$ cat config.mk
export PLATFORM = sky130hd
export DESIGN_NAME = dmem_sram_ctrl
export DESIGN_NICKNAME = d
export VERILOG_FILES = /design/src/rtl/dmem_sram_ctrl.sv
export SDC_FILE = /design/constraint.sdc
export NUM_CORES = 1
export LEC_CHECK = 0
export BUFFER_PORTS_ARGS = -buffer_cell sky130_fd_sc_hd__buf_2
export CORE_AREA = 2 2 81 83
export DETAILED_ROUTE_END_ITERATION = 10
export DIE_AREA = 0 0 83 85
export PLACE_DENSITY = 0.85
export SLEW_MARGIN = 15
export SYNTH_ARGS = -nofsm -noshare
export SYNTH_HDL_FRONTEND = slang
export SYNTH_SLANG_ARGS = --single-unit
$ cat constraint.sdc
create_clock -name clk -period 3.2 [get_ports clk]
set_clock_uncertainty 0.05 [all_clocks]
set_input_delay 0.32 -clock clk [delete_from_list [all_inputs] [get_ports clk]]
set_output_delay 0.32 -clock clk [all_outputs]
set_load 0.005 [all_outputs]
$ cat src/rtl/dmem_sram_ctrl.sv
// dmem_sram_ctrl: data-side SRAM access controller downstream of the MEM stage.
// Issues loads/stores to a synchronous data SRAM, stalls the pipeline for the
// read latency and holds the returned word until the pipeline advances, so a
// load is never issued twice.
//
// Optional feature: define DMEM_ADDR_MAP_EN for the fixed kseg0/kseg1 address
// translation (0x8000_0000-0xBFFF_FFFF -> top three bits cleared).
//
// Ports:
//   clk, rst            pipeline clock, synchronous active-high reset
//   mem_ce_i/we_i       access request / 1 = store
//   mem_sel_i           byte enables (0000 on loads)
//   mem_addr_i          virtual byte address
//   mem_wdata_i         byte-replicated store data
//   flush_i             kills the current access
//   pipe_stall_i        stall from other sources
//   mem_rdata_o         load data to the MEM stage
//   stall_req_o         stall request for stages up to and including MEM
//   data_sram_*         synchronous SRAM interface
module dmem_sram_ctrl #(
  parameter int unsigned READ_LATENCY = 1
) (
  input  logic        clk,
  input  logic        rst,
  input  logic        mem_ce_i,
  input  logic        mem_we_i,
  input  logic [3:0]  mem_sel_i,
  input  logic [31:0] mem_addr_i,
  input  logic [31:0] mem_wdata_i,
  input  logic        flush_i,
  input  logic        pipe_stall_i,
  output logic [31:0] mem_rdata_o,
  output logic        stall_req_o,
  output logic        data_sram_en,
  output logic [3:0]  data_sram_wen,
  output logic [31:0] data_sram_addr,
  output logic [31:0] data_sram_wdata,
  input  logic [31:0] data_sram_rdata
);

  localparam int unsigned CNT_W  = 2;
  localparam int unsigned DATA_W = 32;

  typedef enum logic [1:0] {
    IDLE    = 2'd0,
    RD_WAIT = 2'd1,
    RD_DONE = 2'd2
  } state_e;

  state_e              state_q, state_d;
  logic [CNT_W-1:0]    cnt_q,   cnt_d;
  logic [DATA_W-1:0]   rbuf_q,  rbuf_d;
  logic [DATA_W-1:0]   phys_addr;

  // Virtual-to-physical address mapping
`ifdef DMEM_ADDR_MAP_EN
  always_comb begin
    phys_addr = mem_addr_i;
    if (mem_addr_i[31:29] == 3'b100 || mem_addr_i[31:29] == 3'b101) begin
      phys_addr = {3'b000, mem_addr_i[28:0]};
    end
  end
`else
  assign phys_addr = mem_addr_i;
`endif

  // State, latency counter and read buffer
  always_ff @(posedge clk) begin
    if (rst) begin
      state_q <= IDLE;
      cnt_q   <= '0;
      rbuf_q  <= '0;
    end else begin
      state_q <= state_d;
      cnt_q   <= cnt_d;
      rbuf_q  <= rbuf_d;
    end
  end

  // Next-state and outputs; everything is forced to zero while rst is high
  always_comb begin
    state_d         = state_q;
    cnt_d           = cnt_q;
    rbuf_d          = rbuf_q;
    data_sram_en    = 1'b0;
    data_sram_wen   = 4'b0000;
    data_sram_addr  = '0;
    data_sram_wdata = '0;
    stall_req_o     = 1'b0;
    mem_rdata_o     = '0;

    if (!rst) begin
      case (state_q)
        IDLE: begin
          if (mem_ce_i && !flush_i) begin
            data_sram_en   = 1'b1;
            data_sram_addr = phys_addr;
            if (mem_we_i) begin
              data_sram_wen   = mem_sel_i;
              data_sram_wdata = mem_wdata_i;
            end else begin
              stall_req_o = 1'b1;
              cnt_d       = CNT_W'(READ_LATENCY - 1);
              state_d     = RD_WAIT;
            end
          end
        end

        RD_WAIT: begin
          if (flush_i) begin
            state_d = IDLE;
          end else begin
            stall_req_o = 1'b1;
            if (cnt_q == '0) begin
              rbuf_d  = data_sram_rdata;
              state_d = RD_DONE;
            end else begin
              cnt_d = cnt_q - CNT_W'(1);
            end
          end
        end

        RD_DONE: begin
          // Word is held here until the pipeline actually advances
          mem_rdata_o = rbuf_q;
          if (flush_i || !pipe_stall_i) begin
            state_d = IDLE;
          end
        end

        default: state_d = IDLE;
      endcase
    end
  end

endmodule
Word-level counts from Yosys, hierarchy flattened
Index checks and enable logic that the tools add are counted.
- shift-type cells: 0
- bitwise gates (word level): 1
- equal/unequal tests: 8
- mux-type cells: 32
- order comparisons: 0
- multipliers: 0
- divide/modulo/power cells: 0
- $add $sub $neg: 1
- reductions and logical operators: 10
- operators by type and width (cell ; number):
    32-bit 2-to-1 mux ; 9
    2-bit 2-to-1 mux ; 9
    4-bit 2-to-1 mux ; 4
    2-bit inequality test, second input constant ; 5
    1-bit 2-to-1 mux ; 7
    2-bit case mux with 3 select lines ; 1
    5-bit AND reduction ; 1
    2-bit zero test ; 2
    2-bit case mux with 2 select lines ; 1
    4-bit AND reduction ; 1
    3-bit inequality test, second input constant ; 1
    3-bit AND reduction ; 1
    2-bit by 1-bit == test with 1-bit output, second input constant ; 1
    2-bit == test, second input constant ; 1
    1-bit zero test ; 2
    1-bit case mux with 2 select lines ; 1
    2-bit nonzero test ; 1
    2-bit by 1-bit subtractor with 2-bit output, second input constant ; 1
    1-bit logical AND ; 1
    1-bit logical OR ; 1
    1-bit NOT ; 1
- memories kept: 0
- register bits after elaboration: 36
- input port bits: 106
- word-level logic and storage cells: 55
- bits in latches: 0
- memory bits (read-only): 0
- output and inout port bits: 102
- bits in writable memories: 0

Depth between registers and ports, before layout
- depth in word-level cells: 5
- mapped depth: 7
- depth with buffers taken out: 5

Worst setup path after synthesis
No wires, ideal clock.
- path kind: flip-flop to output port
- start point: reg state_q[0]
- end point: out data_sram_addr[12]
- arrival time: 1177 ps
- cell stages (with the launch flop): 7
- data required time: 2830 ps
- slack: 1653 ps
- path buffers: 3
- cell sequence: dfxtp_1 > nor2_2 > and3_1 > buf_2 > buf_6 > buf_6 > and2_4
- cells in the longest elaborated chain, start to end: 3
- RTL lines (element ; line ; source):
    from (decl) ; 50 ; state_e state_q, state_d;
    from (signal assigned) ; 74 ; state_q <= state_d;
    2-bit zero test ; 93 ; case (state_q)
    32-bit 2-to-1 mux ; 93 ;
    32-bit 2-to-1 mux ; 92 ; if (!rst) begin
    to (decl) ; 36 ; output logic [31:0] data_sram_addr,
No other way between the ends.

Worst setup path in the final report
- start point: reg state_q[1]
- end point: out data_sram_wdata[18]
- cells in the longest elaborated chain, start to end: 3
- RTL lines (element ; line ; source):
    2-bit zero test ; 93 ;
    32-bit 2-to-1 mux ; 93 ;
    32-bit 2-to-1 mux ; 92 ;
    to (decl) ; 37 ; output logic [31:0] data_sram_wdata,
No other way between the ends.

==> results.toml <==
[cts]
cts_tree = "built"
cts.sinks = 36
cts_buffers = 5
worst_setup_hold_path_clk_slew_ns = 0.07
clock_path_buffers = 2
clk_root_buffer_cell = "clkbuf_8"
htree_num_levels = 2
cts_hold_buffers = 0
post_cts_buffers = 0
worstSkewPairLatency_ns = 0.28
post_cts_resize_count = 0

[placed_design]
dp_slack_ns = 1.03
routabilityCongestion = 0.886
detailed_place_hpwl_mm = 7.82
number_of_i_o_port_buffers = 207

[setup_path]
critical_path.cell_chain = "nor2_1, and3_1, buf_4, and3_1, buf_2"
critical-path-top-delay-family = "flip-flops"
startpoint_type = "register"
worstPathMaxFanout = 69
critPathSlowestCell = "dfxtp_1"
slowest_delay_ns = 0.72
critical_path_arrival_ns = 2.07
setup.worst_path.end_class = "primary output"
worstSetupPathType = "reg -> out"
worstPathRequired_ns = 2.83
critical_path.most_common_cell = "and3_1"
worst-path-buf-inv = 2

[layout]
final_core_util_pct = 52.0
num-fill-cells = 641
syn_to_final_growth_pct = 55.1
drive_gt1_share_pct = 48.6
multi_input_gate_area_mm2 = 0.00121
nets = 581
sequential_cell_area_um2 = 721

[route]
drt.antenna.violating_nets = 0
drtPass1Iterations = 5
route.met2.wl_mm = 4.73
route.vias.total = 2698
routed.top_layer = "met4"
drc_violations_left = 0
drc_violation_total_after_the_first_tritonroute_iteration = 153
detail_route.wl_per_cell_um = 17.3
detail_route.vias_per_cell = 4.87
wl_met1_mm = 3.98
finalWirelength_mm = 9.58
met3RoutedLength_um = 691

[pwr]
leakagePower_nw = 1.97
power.total_w = 0.00100
power.density_cell_area_mw_per_mm2 = 311
power.ir.vdd_worst_uv = 300

[run]
maxCapViolations = 0

[grt]
groute.usage.overall_pct = 26.3
globalRoute.totalOverflow = 0
antenna_found_initial = 2
grt_first_pass_wirelength_mm = 14.3
grt_max_degree = 70
via_count_of_the_first_global_routing_pass = 2551

[synthesis]
synth.ff_latch_count = 36
synth-warning-count = 0
synthesis.nets = 392
synth-seq-area-share_pct = 34.6
synth_cell_types = 29
synth_largest_type_area_fraction_pct = 34.6
syn_area_per_cell_um2 = 7.31
post_synth_instance_area_mm2 = 0.00208
synthesis.instances = 285
synthDominantAreaCellType = "dfxtp_1"
ys_top_cells_by_area = "dfxtp_1, and3_1, nand2_1"

[floorplanning]
rows = 29
die-width_um = 83
initial_utilization_pct = 33.6
core_area_mm2 = 0.00620
floorplan.io_pins = 208
die_height_um = 85
die_area_mm2 = 0.00706

[min_path]
hold_path.class = "in -> reg"

[sta]
hold_worst_slack_ns = 0.222
rsz_0062_raised_after_global_routing = "false"
fin_crit_ns = 2.44
max_slew.worst_pin.slew_ns = 0.790
final-hold-violation-count = 0
slew_violations = 0
setup_viol_count_final = 0
worst_slack_ns = 0.760
max_freq_mhz = 410
worst_slew_margin_rel_pct = 47.2
setup_tns_final_ns = 0
fin_crit_sh_pct = 76.3

[status]
status = "finished clean"
power by group:
| part | total, W | switching (W) | internal [W] |
|---|---|---|---|
| clock network | 0.000389 | 0.000158 | 0.000231 |
| logic | 0.000158 | 0.0000800 | 0.0000777 |
| registers | 0.000457 | 0.00000368 | 0.000453 |
registers in the layout, indices dropped and copies added, names as in the netlist:
register,cells
cnt_q,2
rbuf_q,32
state_q,2
stage by stage:
| step | std cells | area (µm²) |
|---|---|---|
| CTS | 552 | 3220 |
| global placement | 544 | 3120 |
| finish | 554 | 3230 |
| detailed placement | 544 | 3120 |
| global route | 554 | 3230 |
| floorplan | 285 | 2080 |
kinds of logic (layout without fill, tap and decap cells):
logic type / count (synthesis) / after routing / synth area share [%]
AND/OR/NAND/NOR: 175 / 175 / 46.6
AO/OA/AOI/OAI: 40 / 40 / 10.5
flip-flops: 36 / 36 / 34.6
buffers and inverters: 33 / 223 / 7.75
adder cells (fa/ha/maj): 1 / 1 / 0.601
other: 0 / 2 / 0
cell type report:
type	instances	share of cell area (%)
diodes	2	0.155
clock buffers	6	2.25
clock inverters	2	1.08
inverters	3	0.349
multi-input cells	216	37.6
flip-flops and latches	36	22.3
well taps	77	2.98
repair buffers	212	33.2
synth_stat cells (all sizes together):
cell type	instances
inv	3
clkbuf	19
a211oi	1
dfxtp	36
nand3b	1
buf	11
and3	69
nand2	64
and2	32
o21ai	2
nor4bb	1
or4	1
a21oi	32
nand3	1
nand4bb	1
a31oi	1
and3b	1
a311oi	1
o211ai	1
nor2	2
ha	1
o31a	1
a2111oi	1
nand2b	2
worst register-to-register path: cells and delay by family (launching register included):
| family | cells | cell delay [ns] |
|---|---|---|
| buf+inv | 2 | 0.44 |
| simple gates | 2 | 0.85 |
| fa+ha+maj | 1 | 0.21 |
| compound gates | 1 | 0.14 |
| flops | 1 | 0.32 |
per-layer routing:
layer	GRT usage [%]	vias to the layer above
li1	-	1332
met1	32.9	1221
met2	44.8	133
met4	8.20	0
met5	0	-
met3	6.42	12
final timing paths:
kind	startpoint	endpoint	slack, ns	cells past startpoint
setup / recovery	state_q[1]	data_sram_wdata[18]	0.76	5
hold / removal	data_sram_rdata[16]	rbuf_q[16]	0.22	3
setup reg to reg	cnt_q[0]	rbuf_q[0]	1.11	6
hold reg to reg	rbuf_q[27]	rbuf_q[27]	0.40	2
cell usage in the layout, fill, tap and decap left out, drive strengths merged, types with 2 or more instances in the layout:
master  synthesis  routed
a21oi          32      32
and2           32      32
and3           69      69
buf            11     212
clkbuf         19       6
dfxtp          36      36
diode           0       2
inv             3       3
nand2          64      64
nand2b          2       2
nor2            2       2
o21ai           2       2
(Power assumes the default switching activity.)
